--- src/rtl/pf_lanectrl_pause_seq.sv ---
`default_nettype none
// ============================================================================
// Module      : pf_lanectrl_pause_seq
// Description : Brackets each delay-line move with HS_IO_CLK_PAUSE, using
//               guard cycles before and after the move and a minimum gap
//               between pauses.
// Revision    : 1.0 - initial release
// ============================================================================
module pf_lanectrl_pause_seq #(
    parameter int PRE_CYCLES  = 2,
    parameter int POST_CYCLES = 3,
    parameter int MIN_GAP     = 4,
    parameter int STEP_W      = 6
) (
    input  logic              CLK,
    input  logic              RESET,
    input  logic              REQ,
    input  logic [STEP_W-1:0] REQ_STEPS,
    input  logic              REQ_DIR,
    output logic              ACK,
    output logic              BUSY,
    output logic              HS_IO_CLK_PAUSE,
    output logic              DLY_MOVE,
    output logic              DLY_DIR
);

    if (PRE_CYCLES < 1 || PRE_CYCLES > 15) begin : g_bad_pre
        $error("PRE_CYCLES must be in 1..15");
    end
    if (POST_CYCLES < 1 || POST_CYCLES > 15) begin : g_bad_post
        $error("POST_CYCLES must be in 1..15");
    end
    if (MIN_GAP < 1 || MIN_GAP > 15) begin : g_bad_gap
        $error("MIN_GAP must be in 1..15");
    end
    if (STEP_W < 1) begin : g_bad_step_w
        $error("STEP_W must be at least 1");
    end

    typedef enum logic [2:0] {
        S_IDLE = 3'd0,
        S_PRE  = 3'd1,
        S_MOVE = 3'd2,
        S_POST = 3'd3,
        S_GAP  = 3'd4
    } state_t;

    // Counter reload values are "length - 1" so each phase ends on r_cnt == 0.
    localparam logic [3:0] c_pre_load  = 4'(PRE_CYCLES - 1);
    localparam logic [3:0] c_post_load = 4'(POST_CYCLES - 1);
    localparam logic [3:0] c_gap_load  = 4'(MIN_GAP - 1);

    state_t            r_state;
    logic [3:0]        r_cnt;
    logic [STEP_W-1:0] r_steps;
    logic              r_half;
    logic              r_ack;
    logic              r_busy;
    logic              r_pause;
    logic              r_move;
    logic              r_dir;

    always_ff @(posedge CLK or posedge RESET) begin
        if (RESET) begin
            r_state <= S_IDLE;
            r_cnt   <= 4'd0;
            r_steps <= '0;
            r_half  <= 1'b0;
            r_ack   <= 1'b0;
            r_busy  <= 1'b0;
            r_pause <= 1'b0;
            r_move  <= 1'b0;
            r_dir   <= 1'b0;
        end else begin
            r_ack <= 1'b0;
            case (r_state)
                S_IDLE: begin
                    if (REQ) begin
                        r_state <= S_PRE;
                        r_cnt   <= c_pre_load;
                        r_steps <= REQ_STEPS;
                        r_dir   <= REQ_DIR;
                        r_pause <= 1'b1;
                        r_busy  <= 1'b1;
                    end
                end
                S_PRE: begin
                    if (r_cnt == 4'd0) begin
                        if (r_steps != '0) begin
                            r_state <= S_MOVE;
                            r_move  <= 1'b1;
                            r_half  <= 1'b0;
                        end else begin
                            r_state <= S_POST;
                            r_cnt   <= c_post_load;
                        end
                    end else begin
                        r_cnt <= r_cnt - 4'd1;
                    end
                end
                S_MOVE: begin
                    // Strobe half, then quiet half; the step count stops at 1
                    // so a full-scale request never wraps.
                    if (!r_half) begin
                        r_move <= 1'b0;
                        r_half <= 1'b1;
                    end else if (r_steps == STEP_W'(1)) begin
                        r_state <= S_POST;
                        r_cnt   <= c_post_load;
                        r_half  <= 1'b0;
                    end else begin
                        r_steps <= r_steps - STEP_W'(1);
                        r_move  <= 1'b1;
                        r_half  <= 1'b0;
                    end
                end
                S_POST: begin
                    if (r_cnt == 4'd0) begin
                        r_state <= S_GAP;
                        r_cnt   <= c_gap_load;
                        r_pause <= 1'b0;
                        r_ack   <= 1'b1;
                    end else begin
                        r_cnt <= r_cnt - 4'd1;
                    end
                end
                S_GAP: begin
                    if (r_cnt == 4'd0) begin
                        r_state <= S_IDLE;
                        r_busy  <= 1'b0;
                    end else begin
                        r_cnt <= r_cnt - 4'd1;
                    end
                end
                default: begin
                    r_state <= S_IDLE;
                    r_pause <= 1'b0;
                    r_move  <= 1'b0;
                    r_busy  <= 1'b0;
                end
            endcase
        end
    end

    assign ACK             = r_ack;
    assign BUSY            = r_busy;
    assign HS_IO_CLK_PAUSE = r_pause;
    assign DLY_MOVE        = r_move;
    assign DLY_DIR         = r_dir;

endmodule
`default_nettype wire

--- config.mk ---
export PLATFORM = sky130hd
export DESIGN_NAME = pf_lanectrl_pause_seq
export DESIGN_NICKNAME = d
export VERILOG_FILES = /design/src/rtl/pf_lanectrl_pause_seq.sv
export SDC_FILE = /design/constraint.sdc
export NUM_CORES = 1
export LEC_CHECK = 0
export CAP_MARGIN = 20
export CORE_MARGIN = 1.5
export CORE_UTILIZATION = 52
export CTS_BUF_LIST = sky130_fd_sc_hd__clkbuf_4
export CTS_CLUSTER_DIAMETER = 120
export DETAILED_ROUTE_END_ITERATION = 12
export GPL_TIMING_DRIVEN = 0
export PLACE_DENSITY = 0.79
export SYNTH_ARGS = -nofsm -noshare
export SYNTH_HDL_FRONTEND = slang
export SYNTH_SLANG_ARGS = --single-unit
--- constraint.sdc ---
create_clock -name CLK -period 1.9 [get_ports CLK]
set_input_delay 0.38 -clock CLK [delete_from_list [all_inputs] [get_ports CLK]]
set_output_delay 0.38 -clock CLK [all_outputs]
set_load 0.02 [all_outputs]
# Word level (Yosys, flattened, before mapping)
# Cells that the tools add are included.
[totals]
ff_bits = 19
word_cells = 82
in_bits = 10
out_inout_bits = 5
[op_classes]
n_eq_ne = 16
n_reduce_logical = 17
n_addsub = 2
mux = 35
bitwise = 3
[op_table]
columns = ["op", "count"]
rows = [
  ["$mux W4", 7],
  ["$pmux W4 S5", 1],
  ["$mux W3", 6],
  ["$mux W6", 3],
  ["$ne A2 B2 Y1 const B", 9],
  ["$pmux W3 S5", 1],
  ["$mux W1", 12],
  ["$pmux W6 S2", 1],
  ["$reduce_and A6 Y1", 2],
  ["$pmux W1 S3", 3],
  ["$reduce_and A3 Y1", 3],
  ["$reduce_or A3 Y1", 3],
  ["$reduce_and A4 Y1", 2],
  ["$eq A3 B2 Y1 const B", 2],
  ["$eq A6 B1 Y1 const B", 1],
  ["$ne A3 B3 Y1 const B", 2],
  ["$reduce_bool A6 Y1", 1],
  ["$sub A6 B1 Y6 const B", 1],
  ["$reduce_bool A5 Y1", 1],
  ["$logic_not A4 Y1", 1],
  ["$reduce_bool A2 Y1", 2],
  ["$sub A4 B1 Y4 const B", 1],
  ["$eq A3 B1 Y1 const B", 1],
  ["$eq A3 B3 Y1 const B", 1],
  ["other kinds (4)", 6],
]

# Depth between registers and ports, before layout
# Gate-level depths: netlist of run 1.
[depth]
ltp_word = 4
mapped_depth = 6
depth_no_buf = 6

# Worst setup path before layout of run 1
# OpenSTA, ideal clock, no wires.
[synth_path]
path_kind = "register -> register"
from = "register r_cnt[0]"
to = "register r_cnt[1]"
t_arrival_ns = 1.713
setup_slack_ns = 0.059
setup_time_ns = 0.128
path_buffers = 0
t_required_ns = 1.772
synth_period_minus_slack_ns = 1.841
stages_incl_launch_ff = 7
cell_sequence = "dfrtp_1 > inv_1 > ha_1 > or4b_4 > a311oi_2 > a21oi_2 > mux2_1"
[synth_via]
elab_chain_len = 3
word_cells_on_any_way = 9
cone_classes = "add/sub (1); eq/ne (2); mux (4); reduce/logical (2)"
[synth_lines]
columns = ["item", "line", "rtl"]
rows = [
  ["start: declaration", "54", "logic [3:0] r_cnt;"],
  ["start signal: assignment", "80", "r_cnt <= c_pre_load;"],
  ["start signal: assignment", "95", "r_cnt <= c_post_load;"],
  ["start signal: assignment", "98", "r_cnt <= r_cnt - 4'd1;"],
  ["$sub A4 B1 Y4 or $logic_not A4 Y1 (tied branches)", "n/a", ""],
  ["$mux W4, or another cell as far along", "128", "if (r_cnt == 4'd0) begin"],
  ["$pmux W4 S5 or $reduce_and A6 Y1 (tied branches)", "n/a", ""],
]
# Several ways; a longest one is shown, not always the timed one. The select of a mux whose other input is x is not followed.
# A chain may end at the register's enable or synchronous reset.

# Worst setup path after layout of run 1
[layout_path]
from = "register r_cnt[1]"
to = "register r_cnt[0]"
[layout_via]
elab_chain_len = 3
word_cells_on_any_way = 7
cone_classes = "eq/ne (2); mux (3); reduce/logical (2)"
[layout_lines]
columns = ["item", "line"]
rows = [
  ["$logic_not A4 Y1 *", "88, 118, 128"],
  ["$ne A3 B3 Y1 (no source line), or another cell as far along", "n/a"],
  ["$reduce_and A6 Y1 (no source line) or $pmux W4 S5 (tied branches)", "n/a"],
]
# Mark *: on every way between the ends. The rest lies on a longest branch, timed or not.

==> impl_metrics.sql, run 1 <==
INSERT INTO impl_metrics (metric_group, metric, value, unit) VALUES
('run_status', 'run_status', 'finished clean', ''),
('cts', 'ctsHoldBuffers', '0', ''),
('run', 'drv_cap', '0', ''),
('power_and_ir_drop', 'peak_vdd_ir', '983', 'uV'),
('floorplanning', 'dieArea', '0.00279', 'sq mm'),
('timing', 'hold_violations', '0', ''),
('grt', 'grt_pass1_vias', '1142', ''),
('cts', 'cts_tree', 'built', ''),
('grt', 'grt_overflow', '0', ''),
('routing', 'drt-pass1-iter-count', '4', ''),
('critical_path', 'standard_cell_with_the_maximum_stage_delay_on_the_critical_path', 'or4b_4', ''),
('grt', 'grt_use_met3', '3.95', '%'),
('final_layout', 'utilization', '71.6', '%'),
('final_layout', 'final_nets', '177', ''),
('routing', 'wl', '3.07', 'mm'),
('placement', 'place.gp.congestion', '0.858', ''),
('timing', 'worstMarginPinSlew', '736', 'ps'),
('synthesis', 'area_leader_netlist', 'dfrtp_1', ''),
('synthesis', 'syn-num-nets', '147', ''),
('cts', 'total_cts_buffers', '3', ''),
('synthesis', 'synth_largest_type_area_fraction', '36.8', '%'),
('synthesis', 'synth_sequential_area_ratio', '36.8', '%'),
('critical_path', 'worstPathMaxFanout', '3', ''),
('power_and_ir_drop', 'p_per_area', '1620', 'mW/mm^2'),
('synthesis', 'netlist_area', '0.00129', 'sq mm'),
('critical_path', 'critPathMaxStageDelay', '480', 'ps'),
('synthesis', 'synth_seq_cells', '19', ''),
('routing', 'wire_per_inst', '16.3', 'um'),
('placement', 'numPortBuffers', '14', ''),
('critical_path', 'critPathCaptureType', 'flop', ''),
('floorplanning', 'dieHeight', '52.9', 'um'),
('grt', 'antenna_found_initial', '0', ''),
('cts', 'clk_root_buffer_cell', 'clkbuf_4', ''),
('critical_path', 'critPathRequiredTime', '2120', 'ps'),
('synthesis', 'postSynthAreaPerCell', '9.79', 'sq um'),
('grt', 'use_met2', '39.4', '%'),
('timing', 'post-route-period-util', '97.8', '%'),
('grt', 'grtUsageMet1', '35.4', '%'),
('final_layout', 'post_route_cells_drive_above_1_share', '24.8', '%'),
('timing', 'relative_slew_slack', '50.9', '%'),
('floorplanning', 'initial_cell_density_of_the_core', '56.8', '%'),
('placement', 'hpwl_reported_at_the_end_of_detailed_placement', '2.09', 'mm'),
('timing', 'timing_max_transition_violations_final', '0', ''),
('final_layout', 'areaGrowthSynthToFinish', '26.1', '%'),
('timing', 'final_setup_violations', '0', ''),
('grt', 'grt_max_degree', '20', ''),
('timing', 'hold_ws', '486', 'ps'),
('cts', 'clock_edge_transition_at_the_registers_on_the_reported_setup_and_hold_paths', '120', 'ps'),
('synthesis', 'post_synth_main_area_contributors', 'dfrtp_1, ha_1, nand2_1', ''),
('floorplanning', 'io_pins', '15', ''),
('cts', 'cts_buffer_depth', '2', ''),
('power_and_ir_drop', 'leakagePower', '0.673', 'nW'),
('critical_path', 'worst-setup-path-type', 'flop to flop', ''),
('timing', 'post_route_skew', '1.19', 'ps'),
('routing', 'avgViaCountPerCell', '6.10', ''),
('floorplanning', 'number_of_standard_cell_rows_in_the_floorplan', '17', ''),
('synthesis', 'synthCells', '132', ''),
('critical_path', 'cp_top_family', 'simple AND/OR/NAND/NOR gates', ''),
('timing', 'grt_setup_unrepaired', 'yes', ''),
('floorplanning', 'die-width', '52.9', 'um'),
('min_path', 'hold_path_class', 'input pin to asynchronous set/reset pin', ''),
('critical_path', 'timing.critical_path.arrival', '2080', 'ps'),
('critical_path', 'worst_path_buffer_plus_inverter_count', '2', ''),
('grt', 'busiest_layer', 'met2', ''),
('timing', 'max_freq', '0.538', 'GHz'),
('routing', 'post-route-drc-count', '0', ''),
('cts', 'clock-sinks', '19', ''),
('routing', 'initialDrtViolationCount', '25', ''),
('critical_path', 'path_cells', 'inv_2, ha_4, or4b_4, a311oi_4, a21oi_2, buf_4, mux2i_1', ''),
('cts', 'clock_latency', '300', 'ps'),
('floorplanning', 'core_area', '0.00228', 'sq mm'),
('routing', 'num_vias', '1153', ''),
('timing', 'layout_min_cycle_time', '1860', 'ps'),
('critical_path', 'start_kind', 'flop', ''),
('grt', 'grt_first_pass_wirelength', '5.17', 'mm'),
('cts', 'htree_num_levels', '1', ''),
('synthesis', 'distinct_cell_type_count_after_synthesis', '47', ''),
('routing', 'antenna_left', '0', ''),
('grt', 'globalRouteTotalUtil', '25.5', '%'),
('final_layout', 'inserted_diodes', '0', ''),
('synthesis', 'ys.warnings.count', '0', '');
==> what timing repair did <==
| item | 4_1_cts | 5_1_grt |
|---|---|---|
| pin swaps | 4 | 2 |
| gates cloned | 0 | 0 |
| resized for setup | 7 | 2 |
| setup buffers | 8 | 4 |
| endpoints found under the setup margin | 3 | 5 |
==> cell families (layout without fill, tap and decap cells) <==
family	Yosys count	count (layout)	share of synthesized area, %
xor+xnor	1	1	0.678
flops	19	19	36.8
simple gates	47	47	24.0
buf+inv	13	42	4.84
mux	4	4	3.39
fa+ha+maj	5	5	4.84
compound gates	43	43	25.5
==> through the flow <==
step	cells	total power, mW	setup WS, ps	setup TNS [ps]	cell area (sq um)
after global placement	174	2.06	-311	-1170	1470
after floorplan	132	1.78	59.2	0	1290
final	189	2.63	41.9	0	1630
after global routing	189	2.83	-16.5	-28.2	1630
after CTS	186	2.54	2.04	0	1590
after detailed placement	174	2.11	-358	-1430	1470
==> Yosys cell counts (all sizes together) <==
library cell / count
or4b: 1
buf: 3
nand3b: 1
nand2: 11
and2b: 2
a31oi: 1
nor3: 3
or3b: 3
dfrtp: 19
a21bo: 1
mux2i: 1
nand4: 1
mux2: 3
a221o: 3
o31a: 1
a311o: 1
a22oi: 2
nor2b: 1
nand2b: 3
nor3b: 3
a2bb2oi: 2
o21a: 2
or3: 2
nor2: 10
o221ai: 2
a311oi: 1
xnor2: 1
nand3: 3
a21oi: 9
a2111oi: 1
o21ai: 10
o2bb2ai: 3
nor4: 3
o22ai: 3
ha: 5
clkbuf: 2
o22a: 1
inv: 8
==> path summary, 6_finish.rpt <==
| kind | from | end | slack (ps) | cells past startpoint |
|---|---|---|---|---|
| max in group asynchronous | RESET | r_state[0]$_DFFE_PP0P_ | 950 | 2 |
| min reg2reg | DLY_DIR$_DFFE_PP0P_ | DLY_DIR$_DFFE_PP0P_ | 510 | 1 |
| max | r_cnt[1]$_DFFE_PP0P_ | r_cnt[0]$_DFFE_PP0P_ | 40 | 7 |
| max reg2reg | r_cnt[1]$_DFFE_PP0P_ | r_cnt[0]$_DFFE_PP0P_ | 40 | 7 |
| min | RESET | HS_IO_CLK_PAUSE$_DFFE_PP0P_ | 490 | 2 |
| min in group CLK | DLY_DIR$_DFFE_PP0P_ | DLY_DIR$_DFFE_PP0P_ | 510 | 1 |
==> layout by cell type, fill, tap and decap left out, drive strengths merged, types with 5 or more instances in the layout <==
master | netlist | layout
dfrtp | 19 | 19
buf | 3 | 15
clkdlybuf4s50 | 0 | 14
nand2 | 11 | 11
nor2 | 10 | 10
o21ai | 10 | 10
a21oi | 9 | 9
inv | 8 | 8
ha | 5 | 5
clkbuf | 2 | 5
==> routing by layer <==
| layer | part of all wire, % | routed length (um) | vias up |
|---|---|---|---|
| li1 | - | - | 547 |
| met1 | 47 | 1450 | 550 |
| met2 | 46 | 1410 | 44 |
| met3 | 4.4 | 136 | 12 |
| met4 | 2.5 | 76 | 0 |
| met5 | 0 | 0 | - |
==> area by class of cell <==
class / instances / area, sq um
clock buffers: 4 / 30.0
inverters: 8 / 30.0
flip-flops and latches: 19 / 475
repair buffers: 26 / 230
plain buffers: 4 / 28.8
well taps: 28 / 35.0
fillers: 162 / 646
multi-input cells: 100 / 801
==> sequential cells by signal, indices dropped and copies added (netlist names) <==
| register | count |
|---|---|
| r_steps | 6 |
| r_cnt | 4 |
| r_state | 3 |
| ACK | 1 |
| BUSY | 1 |
| DLY_DIR | 1 |
| DLY_MOVE | 1 |
| HS_IO_CLK_PAUSE | 1 |
| r_half | 1 |
==> power by group <==
group | internal, mW | total [mW] | switching, mW | leakage, nW
Combinational | 0.774 | 1.61 | 0.839 | 0.431
Clock | 0.0961 | 0.233 | 0.136 | 0.0184
Sequential | 0.581 | 0.788 | 0.207 | 0.224
Total | 1.45 | 2.63 | 1.18 | 0.673
(Power assumes the default switching activity.)
==> inputs of run 2 (changes only) <==
- SETUP_SLACK_MARGIN: unset -> 0.1
==> run 2 against run 1 <==
Register-to-register slack about the same. Final area is 3.5% higher. Flip-flop and latch count unchanged. Final cell count up 2.1%. Fmax rose by 0.78%. Critical endpoint is now DLY_MOVE$_DFFE_PP0P_. Largest cell class unchanged.
==> impl_metrics.sql, run 2 (synthesized netlist as in run 1, its figures left out) <==
INSERT INTO impl_metrics (metric_group, metric, value, unit) VALUES
('floorplanning', 'number_of_standard_cell_rows_in_the_floorplan', '17', ''),
('power_and_ir_drop', 'total_power', '2.75', 'mW'),
('power_and_ir_drop', 'share_clk_of_total_power', '8.7', '%'),
('run_status', 'run_status', 'finished clean', ''),
('final_layout', 'number_of_flip_flops_under_the_largest_register_name', '6', ''),
('power_and_ir_drop', 'leakagePower', '0.693', 'nW'),
('grt', 'grtUsageMet1', '37.1', '%'),
('routing', 'drt-pass1-iter-count', '4', ''),
('floorplanning', 'io_pins', '15', ''),
('critical_path', 'timing.critical_path.arrival', '2090', 'ps'),
('final_layout', 'final_nets', '181', ''),
('run', 'drv_cap', '0', ''),
('floorplanning', 'initial_cell_density_of_the_core', '56.8', '%'),
('placement', 'place.gp.congestion', '0.858', ''),
('timing', 'worstMarginPinSlew', '743', 'ps'),
('cts', 'total_cts_buffers', '3', ''),
('critical_path', 'critPathCaptureType', 'flop', ''),
('critical_path', 'worst-setup-path-type', 'flop to flop', ''),
('final_layout', 'fillCellCount', '154', ''),
('placement', 'placed_cells', '174', ''),
('power_and_ir_drop', 'switching_component_of_the_power', '1.23', 'mW'),
('cts', 'clock_latency', '310', 'ps'),
('critical_path', 'worst_path_buffer_plus_inverter_count', '2', ''),
('final_layout', 'registers.top_by_ff_count', 'r_steps', ''),
('power_and_ir_drop', 'p_comb_share', '62.8', '%'),
('final_layout', 'utilization', '74.2', '%'),
('critical_path', 'critPathMaxStageDelay', '480', 'ps'),
('power_and_ir_drop', 'peak_vdd_ir', '1010', 'uV'),
('timing', 'relative_slew_slack', '50.4', '%'),
('grt', 'busiest_layer', 'met2', ''),
('routing', 'avgViaCountPerCell', '6.10', ''),
('routing', 'wl', '3.28', 'mm'),
('routing', 'num_vias', '1177', ''),
('cts', 'htree_num_levels', '1', ''),
('power_and_ir_drop', 'internal_power_component', '1.52', 'mW'),
('floorplanning', 'dieHeight', '52.9', 'um'),
('grt', 'grt_overflow', '0', ''),
('critical_path', 'crit_path_most_repeated_cell', 'a221o_1', ''),
('timing', 'timing_max_transition_violations_final', '0', ''),
('grt', 'use_met2', '40.6', '%'),
('power_and_ir_drop', 'p_per_area', '1630', 'mW/mm^2'),
('critical_path', 'timing.critical_path.from', 'r_cnt[0]$_DFFE_PP0P_', ''),
('grt', 'grt_pass1_vias', '1148', ''),
('routing', 'initialDrtViolationCount', '49', ''),
('grt', 'grt_max_degree', '20', ''),
('floorplanning', 'die-width', '52.9', 'um'),
('timing', 'setup-tns-final', '0', 'ps'),
('critical_path', 'path_cells', 'inv_2, ha_4, or4b_4, buf_4, a21oi_4, a221o_1, a221o_1', ''),
('cts', 'cts_buffer_depth', '2', ''),
('critical_path', 'reg2reg_setup_slack', '60', 'ps'),
('final_layout', 'post_route_cells_drive_above_1_share', '28.5', '%'),
('grt', 'grt_use_met3', '3.95', '%'),
('cts', 'cts_tree', 'built', ''),
('final_layout', 'layout_commonest_cell', 'dfrtp_1', ''),
('timing', 'max_freq', '0.542', 'GHz'),
('routing', 'antenna_left', '0', ''),
('routing', 'wire_per_inst', '17.0', 'um'),
('routing', 'post-route-drc-count', '0', ''),
('placement', 'numPortBuffers', '14', ''),
('grt', 'globalRouteTotalUtil', '26.5', '%'),
('floorplanning', 'dieArea', '0.00279', 'sq mm'),
('timing', 'post-route-period-util', '97.0', '%'),
('final_layout', 'largest_registers', 'r_steps x6, r_cnt x4, r_state x3', ''),
('floorplanning', 'core_area', '0.00228', 'sq mm'),
('timing', 'post_route_skew', '0.720', 'ps'),
('power_and_ir_drop', 'power.sequential.fraction', '28.5', '%'),
('critical_path', 'start_kind', 'flop', ''),
('timing', 'hold_ws', '481', 'ps'),
('final_layout', 'areaGrowthSynthToFinish', '30.6', '%'),
('critical_path', 'critPathRequiredTime', '2150', 'ps'),
('critical_path', 'worstPathMaxFanout', '3', ''),
('timing', 'final_setup_violations', '0', ''),
('final_layout', 'layout_common_cells', 'dfrtp_1, buf_4, clkdlybuf4s50_1, nand2_1, nor2_1', ''),
('cts', 'clock_edge_transition_at_the_registers_on_the_reported_setup_and_hold_paths', '120', 'ps'),
('critical_path', 'standard_cell_with_the_maximum_stage_delay_on_the_critical_path', 'or4b_4', ''),
('final_layout', 'inserted_diodes', '0', ''),
('timing', 'layout_min_cycle_time', '1840', 'ps'),
('timing', 'grt_setup_unrepaired', 'yes', ''),
('grt', 'antenna_found_initial', '0', ''),
('critical_path', 'cp_top_family', 'compound AO/OA/AOI/OAI gates', ''),
('grt', 'grt_first_pass_wirelength', '5.34', 'mm'),
('critical_path', 'worst_r2r_startpoint', 'r_cnt[0]$_DFFE_PP0P_', ''),
('placement', 'hpwl_reported_at_the_end_of_detailed_placement', '2.09', 'mm'),
('min_path', 'hold_path_class', 'input pin to asynchronous set/reset pin', ''),
('cts', 'ctsHoldBuffers', '0', ''),
('timing', 'hold_violations', '0', ''),
('cts', 'clk_root_buffer_cell', 'clkbuf_4', ''),
('final_layout', 'post_layout_nonfiller_instances', '193', ''),
('power_and_ir_drop', 'power.share.switching', '44.8', '%'),
('cts', 'clock-sinks', '19', '');
## run 2: per-stage QoR
step,instance area [sq um],setup slack (ps)
after floorplan,1290,59.2
after global placement,1470,-311
after detailed placement,1470,-358
after CTS,1630,7.48
after global routing,1690,-7.76
final,1690,56.2
## run 2: metal layers
| metal | part of all wire, % | routed length, um |
|---|---|---|
| met5 | 0 | 0 |
| met4 | 3.0 | 97 |
| met3 | 5.6 | 183 |
| met2 | 44 | 1450 |
| met1 | 47 | 1560 |
## run 2: path summary, 6_finish.rpt
path                                          endpoint  cells past startpoint
worst min-delay path                     ACK$_DFF_PP0_                      2
min in group CLK                   DLY_DIR$_DFFE_PP0P_                      1
worst max register to register    DLY_MOVE$_DFFE_PP0P_                      7
max in group asynchronous       r_steps[4]$_DFFE_PP0P_                      2
worst min register to register     DLY_DIR$_DFFE_PP0P_                      1
worst max-delay path              DLY_MOVE$_DFFE_PP0P_                      7
## run 2: power groups by stage
stage,combinational (mW),clock [mW],sequential [mW]
2_1_floorplan,0.991,0,0.786
5_1_grt,1.88,0.256,0.810
6_report,1.72,0.239,0.783
3_5_place_dp,1.32,0,0.790
4_1_cts,1.59,0.239,0.773
3_3_place_gp,1.28,0,0.780
## run 2: what timing repair did
action,CTS,global route
gates cloned,0,0
setup buffers,12,3
gates resized for setup,8,12
endpoints found under the setup margin,6,8
pin swaps,4,6
## run 2: final cells by class
type	instances	area (sq um)	share of cell area (%)
timing repair buffer	29	256	15.2
sequential	19	478	28.3
buffer	5	33.8	2.00
multi-input combinational	100	825	48.9
inverter	8	30.0	1.78
clock buffer	4	30.0	1.78
tap	28	35.0	2.08
